[src/rtl/hazard_unit.sv]
// -----------------------------------------------------------------------------
// hazard_unit
//
// Pipeline hazard controller for the five-stage RV32 core.
//   * Execute-stage operand forwarding selects (M result beats W result).
//   * Load-use detection: one bubble into E while F and D hold.
//   * Memory-wait FSM (RUN / MEM_WAIT). It holds F, D, E and M while a
//     memory-stage access waits for mem_ready. The wait is bounded by
//     MEM_TIMEOUT cycles and raises a sticky mem_timeout flag when the
//     bound forces the release.
//   * Optional performance counters, built only when the macro
//     HAZARD_PERF_CNT_EN is defined. Otherwise both outputs read 0 and no
//     counter flops exist.
//
// Parameters
//   MEM_TIMEOUT  wait-cycle bound before forced release (1 .. 2**CNT_W-1)
//   CNT_W        width of the wait counter
//
// Ports
//   clk, reset                 core clock, asynchronous active-low reset
//   rs1D, rs2D                 decode-stage source registers
//   rs1E, rs2E, rdE            execute-stage sources / destination
//   result_srcE                execute result select (2'b01 = load)
//   pc_srcE                    branch/jump taken in execute
//   rdM, rdW                   memory / writeback destinations
//   reg_writeM, reg_writeW     register-file write enables
//   mem_reqM                   data access in progress in M
//   mem_ready                  data memory completes the access this cycle
//   StallF/D/E/M               hold the respective pipeline register
//   FlushD, FlushE             clear the respective pipeline register
//   ForwardAE, ForwardBE       00 = regfile, 01 = W result, 10 = M ALU result
//   mem_timeout                sticky: a wait ran into MEM_TIMEOUT
//   stall_cycles, flush_count  32-bit wrapping performance counters
// -----------------------------------------------------------------------------
module hazard_unit #(
  parameter int unsigned MEM_TIMEOUT = 255,
  parameter int unsigned CNT_W       = 8
) (
  input  logic        clk,
  input  logic        reset,
  input  logic [4:0]  rs1D,
  input  logic [4:0]  rs2D,
  input  logic [4:0]  rs1E,
  input  logic [4:0]  rs2E,
  input  logic [4:0]  rdE,
  input  logic [1:0]  result_srcE,
  input  logic        pc_srcE,
  input  logic [4:0]  rdM,
  input  logic [4:0]  rdW,
  input  logic        reg_writeM,
  input  logic        reg_writeW,
  input  logic        mem_reqM,
  input  logic        mem_ready,
  output logic        StallF,
  output logic        StallD,
  output logic        StallE,
  output logic        StallM,
  output logic        FlushD,
  output logic        FlushE,
  output logic [1:0]  ForwardAE,
  output logic [1:0]  ForwardBE,
  output logic        mem_timeout,
  output logic [31:0] stall_cycles,
  output logic [31:0] flush_count
);

  typedef enum logic {
    ST_RUN      = 1'b0,
    ST_MEM_WAIT = 1'b1
  } state_t;

  localparam logic [CNT_W-1:0] TIMEOUT_VAL = CNT_W'(MEM_TIMEOUT);

  state_t           state, state_n;
  logic [CNT_W-1:0] cnt, cnt_n;
  logic             at_limit;
  logic             timeout_set;
  logic             lw_stall;
  logic             mem_stall;

  // ---------------------------------------------------------------------------
  // Forwarding: the M-stage producer is younger, so it wins over W.
  // x0 is never forwarded because it always reads as zero.
  // ---------------------------------------------------------------------------
  function automatic logic [1:0] fwd_sel(
    input logic [4:0] rs,
    input logic [4:0] rd_m,
    input logic       wr_m,
    input logic [4:0] rd_w,
    input logic       wr_w
  );
    if (wr_m && (rd_m != 5'd0) && (rd_m == rs)) return 2'b10;
    if (wr_w && (rd_w != 5'd0) && (rd_w == rs)) return 2'b01;
    return 2'b00;
  endfunction

  assign ForwardAE = fwd_sel(rs1E, rdM, reg_writeM, rdW, reg_writeW);
  assign ForwardBE = fwd_sel(rs2E, rdM, reg_writeM, rdW, reg_writeW);

  // ---------------------------------------------------------------------------
  // Hazard detection and pipeline controls
  // ---------------------------------------------------------------------------
  assign lw_stall = (result_srcE == 2'b01) && (rdE != 5'd0) &&
                    ((rdE == rs1D) || (rdE == rs2D));

  // The cycle in which the counter reaches the bound is let through, so a
  // dead memory cannot hold the core forever.
  assign at_limit  = (state == ST_MEM_WAIT) && (cnt == TIMEOUT_VAL);
  assign mem_stall = mem_reqM && !mem_ready && !at_limit;

  // A memory stall freezes E, which keeps pc_srcE stable, so any pending
  // flush is simply deferred to the release cycle.
  assign StallF = lw_stall | mem_stall;
  assign StallD = lw_stall | mem_stall;
  assign StallE = mem_stall;
  assign StallM = mem_stall;
  assign FlushD = pc_srcE & ~mem_stall;
  assign FlushE = (lw_stall | pc_srcE) & ~mem_stall;

  // ---------------------------------------------------------------------------
  // Memory-wait FSM: next state and counter
  // ---------------------------------------------------------------------------
  always_comb begin
    // NOTE: every signal written here gets a default first; a path that
    // leaves one unassigned would infer a latch.
    state_n     = state;
    cnt_n       = cnt;
    timeout_set = 1'b0;
    unique case (state)
      ST_RUN: begin
        if (mem_reqM && !mem_ready) begin
          state_n = ST_MEM_WAIT;
          cnt_n   = CNT_W'(1);
        end
      end
      ST_MEM_WAIT: begin
        if (mem_ready || at_limit) begin
          state_n = ST_RUN;
          cnt_n   = '0;
          // A ready arriving on the limit cycle is a normal completion.
          timeout_set = at_limit && !mem_ready;
        end else begin
          // One count per wait cycle, so MEM_TIMEOUT bounds the stall in
          // cycles.
          cnt_n = cnt + CNT_W'(1);
        end
      end
      default: begin
        state_n = ST_RUN;
        cnt_n   = '0;
      end
    endcase
  end

  always_ff @(posedge clk or negedge reset) begin
    if (!reset) begin
      state       <= ST_RUN;
      cnt         <= '0;
      mem_timeout <= 1'b0;
    end else begin
      // NOTE: sequential state uses non-blocking assignments so every flop
      // samples pre-edge values regardless of statement order.
      state <= state_n;
      cnt   <= cnt_n;
      if (timeout_set) mem_timeout <= 1'b1;
    end
  end

  // ---------------------------------------------------------------------------
  // Performance counters (wrap naturally at 2**32)
  // ---------------------------------------------------------------------------
`ifdef HAZARD_PERF_CNT_EN
  always_ff @(posedge clk or negedge reset) begin
    if (!reset) begin
      stall_cycles <= '0;
      flush_count  <= '0;
    end else begin
      if (StallF)          stall_cycles <= stall_cycles + 32'd1;
      if (FlushD | FlushE) flush_count  <= flush_count + 32'd1;
    end
  end
`else
  assign stall_cycles = '0;
  assign flush_count  = '0;
`endif

endmodule
[config.mk]
export PLATFORM = sky130hd
export DESIGN_NAME = hazard_unit
export DESIGN_NICKNAME = d
export VERILOG_FILES = /design/src/rtl/hazard_unit.sv
export SDC_FILE = /design/constraint.sdc
export NUM_CORES = 1
export LEC_CHECK = 0
export CAP_MARGIN = 20
export CELL_PAD_IN_SITES_DETAIL_PLACEMENT = 2
export CELL_PAD_IN_SITES_GLOBAL_PLACEMENT = 2
export CORE_AREA = 2 2 95 97
export CTS_CLUSTER_SIZE = 24
export DETAILED_ROUTE_END_ITERATION = 10
export DIE_AREA = 0 0 97 99
export GPL_ROUTABILITY_DRIVEN = 0
export GPL_TIMING_DRIVEN = 0
export PLACE_DENSITY = 0.82
export SYNTH_ARGS = -nofsm -noshare
export SYNTH_HDL_FRONTEND = slang
export SYNTH_SLANG_ARGS = --single-unit
[constraint.sdc]
create_clock -name clk -period 3 [get_ports clk]
set_input_delay 0.6 -clock clk [delete_from_list [all_inputs] [get_ports clk]]
set_output_delay 0.6 -clock clk [all_outputs]
set_load 0.02 [all_outputs]
==> results.json <==
{
  "status": "finished clean",
  "postRouteAntennaNets": 0,
  "critPathTopFamily": "buffers and inverters",
  "yosys.area_share.simple_pct": 15.03,
  "start_util_pct": 16.74,
  "slew_violations": 0,
  "synth-compound-area-share_pct": 11.98,
  "arrival_ns": 2.34,
  "synthAdderAreaFrac_pct": 0.8741,
  "fp.dieH_um": 99,
  "async_reset_ff_share_pct": 100.0,
  "ff2ff_setup_slack_ns": 1.27,
  "wl_met1_mm": 1.827,
  "cpMaxStageDelayCell": "or4_4",
  "fmax_ghz": 0.3398,
  "avgViaCountPerCell": 3.623,
  "yosys.area.top_type": "buf_4",
  "track_usage_pct": 9.489,
  "clock_skew_ns": 0.004461,
  "dp_cells": 398,
  "irDropWorstVdd_v": 0.0001194,
  "endpoint_kind": "output pin",
  "syn2layout_area_growth_pct": 71.77,
  "crit_chain": "clkdlybuf4s50_1 > or4_4 > o21ai_2 > buf_4 > nor4_4 > dlygate4sd2_1",
  "dieArea_mm2": 0.009603,
  "synth.cells.most_frequent": "66 x buf_4, 24 x xor2_1, 10 x dfrtp_1",
  "seq_area_frac_synth_pct": 17.48,
  "tritoncts": "built",
  "ys_top_cells_by_area": "buf_4 35%, dfrtp_1 17%, xor2_1 15%",
  "syn_area_per_cell_um2": 8.274,
  "hold_buffers": 0,
  "slowest_delay_ns": 0.52,
  "finalCritPeriodShare_pct": 98.09,
  "grt_remaining_overflow": 0,
  "synth_xor_xnor_area_share_pct": 18.97,
  "clk_latency_ns": 0.24,
  "htreeDepth": 1,
  "reg2reg_to": "cnt[4]$_DFFE_PN0P_",
  "fp.dieW_um": 97,
  "wl_met2_mm": 2.537,
  "layout-drive-gt1-share_pct": 28.81,
  "stdcell_count": 403,
  "timing.hold.worst_endpoint": "mem_timeout$_DFFE_PN0P_",
  "rr_startpoint": "cnt[0]$_DFFE_PN0P_",
  "min_period_ns": 2.943,
  "hold_start": "mem_timeout$_DFFE_PN0P_",
  "vias": 1460,
  "antenna_found_initial": 0,
  "finalSetupViolations": 0,
  "cp_max_fo": 3,
  "synth_most_common_cell": "buf_4",
  "hpwlAfterDp_mm": 4.129,
  "drt_iter0_markers": 21,
  "routed.top_layer": "met4",
  "core_mm2": 0.008551,
  "synthMuxAreaShare_pct": 0,
  "finalHoldViolCount": 0,
  "diodes": 0,
  "routedWlPerCell_um": 11.72,
  "cts_max_path_buffers": 2,
  "yosysTopAreaCellShare_pct": 34.62,
  "drv_cap": 0,
  "synth_top_family_by_area": "buffers and inverters",
  "clock-root-buffer": "clkbuf_8",
  "grt_start_max_net_pins": 11,
  "powerDensity_mw_per_mm2": 298.0,
  "synth-edff-count": 0,
  "grt_first_pass_wirelength_mm": 7.486,
  "place_area_mm2": 0.002344,
  "yosysUniqueCellTypes": 35,
  "cp.required_ns": 2.40,
  "pin_count": 119,
  "grt_pass1_vias": 1533,
  "rows": 34,
  "syn-cell-area_mm2": 0.001431,
  "crit_type": "in -> out",
  "drtPass1Iterations": 3,
  "routed_wl_mm": 4.725,
  "path_buf_inv": 3,
  "finalInstanceArea_mm2": 0.002459,
  "yosysWarningCount": 0,
  "synth-seq-cells": 10,
  "clk_pin_slew_ns": 0.05,
  "whs_path_depth": 1,
  "synthFlopType": "dfrtp_1",
  "drc": 0,
  "power_leakage_nw": 1.271,
  "hp-class": "reg -> reg",
  "numPortBuffers": 54,
  "syn-instance-count": 173,
  "numCtsBuffers": 3,
  "cts_sinks": 10,
  "fin_nets": 341,
  "met3_length_um": 324,
  "reg2reg_depth": 5,
  "worstSetupStartpointType": "input pin"
}
-- registers in the layout, indices dropped and copies added (netlist names) --
register     flops
cnt              8
mem_timeout      1
state            1
-- what timing repair did --
item	in CTS	in global routing
gates cloned	0	0
setup endpoints to repair	7	4
buffers inserted	0	1
gates resized for setup	20	15
pin swaps	0	2
-- per-stage QoR --
step	total power [W]	setup TNS [ns]	util [%]	setup WS (ns)	hold WS, ns
floorplan	0.0004289	0	-	0.4517	0.3044
global placement	0.0005374	-1.634	27.41	-0.4271	0.4412
detailed placement	0.0005496	-1.888	27.41	-0.4773	0.4780
CTS	0.0007255	-0.02987	28.01	-0.02987	0.4950
global route	0.0007821	-0.01001	28.75	-0.01001	0.5115
finish	0.0007326	0	28.75	0.05716	0.4804
-- area by class of cell --
class | count | area (µm²)
Fill cell | 1021 | 6092
Multi-Input combinational cell | 157 | 960.9
Timing Repair Buffer | 55 | 550.5
Buffer | 67 | 499.2
Sequential cell | 10 | 250.2
Tap cell | 108 | 135.1
Clock buffer | 4 | 55.05
Inverter | 2 | 7.507
-- how the worst max path moves through the flow --
stage,from,end,slack (ns),depth (start not counted)
detailed placement,rdM[4],ForwardBE[0],-0.48,6
CTS,rdM[1],ForwardBE[0],-0.03,6
floorplan,rdM[1],ForwardAE[0],0.45,4
global route,rdM[2],ForwardAE[0],-0.01,6
finish,rdM[2],ForwardBE[1],0.06,6
global placement,rdM[4],ForwardBE[0],-0.43,6
-- logic make-up after synthesis --
logic type,after synthesis
buffers and inverters,69
AND/OR/NAND/NOR,36
flip-flops,10
AO/OA/AOI/OAI,25
other,1
adder cells (fa/ha/maj),1
XOR/XNOR,31
-- cells in the final DEF, fill, tap and decap left out, types with 3 or more instances in the layout --
cell / n
nor3_1: 3
xor2_1: 24
dlygate4sd2_1: 6
clkdlybuf4s50_1: 40
nand2_1: 5
conb_1: 64
nor2_1: 5
buf_4: 69
a21oi_1: 3
clkbuf_8: 4
or4_4: 3
a31oi_1: 5
dlymetal6s2s_1: 6
dfrtp_1: 10
nand3_1: 4
xnor2_1: 7
-- metal layers --
| layer | track usage [%] | up-vias |
|---|---|---|
| met1 | 10.37 | 684 |
| li1 | - | 702 |
| met4 | 1.950 | 0 |
| met5 | 0 | - |
| met3 | 2.340 | 5 |
| met2 | 18.48 | 69 |
-- where the power goes --
group          switching, W  internal, W
logic              0.000193     0.000175
clock network     0.0000590     0.000116
registers         0.0000300     0.000159
-- worst reg2reg max path, cell delays in order, from the launching register on --
cell,delay (ns)
dfrtp_1,0.40
ha_1,0.26
nand3_2,0.17
o31a_1,0.45
a41oi_1,0.24
a31oi_1,0.07
No activity file was read; power rests on OpenSTA's default activity.
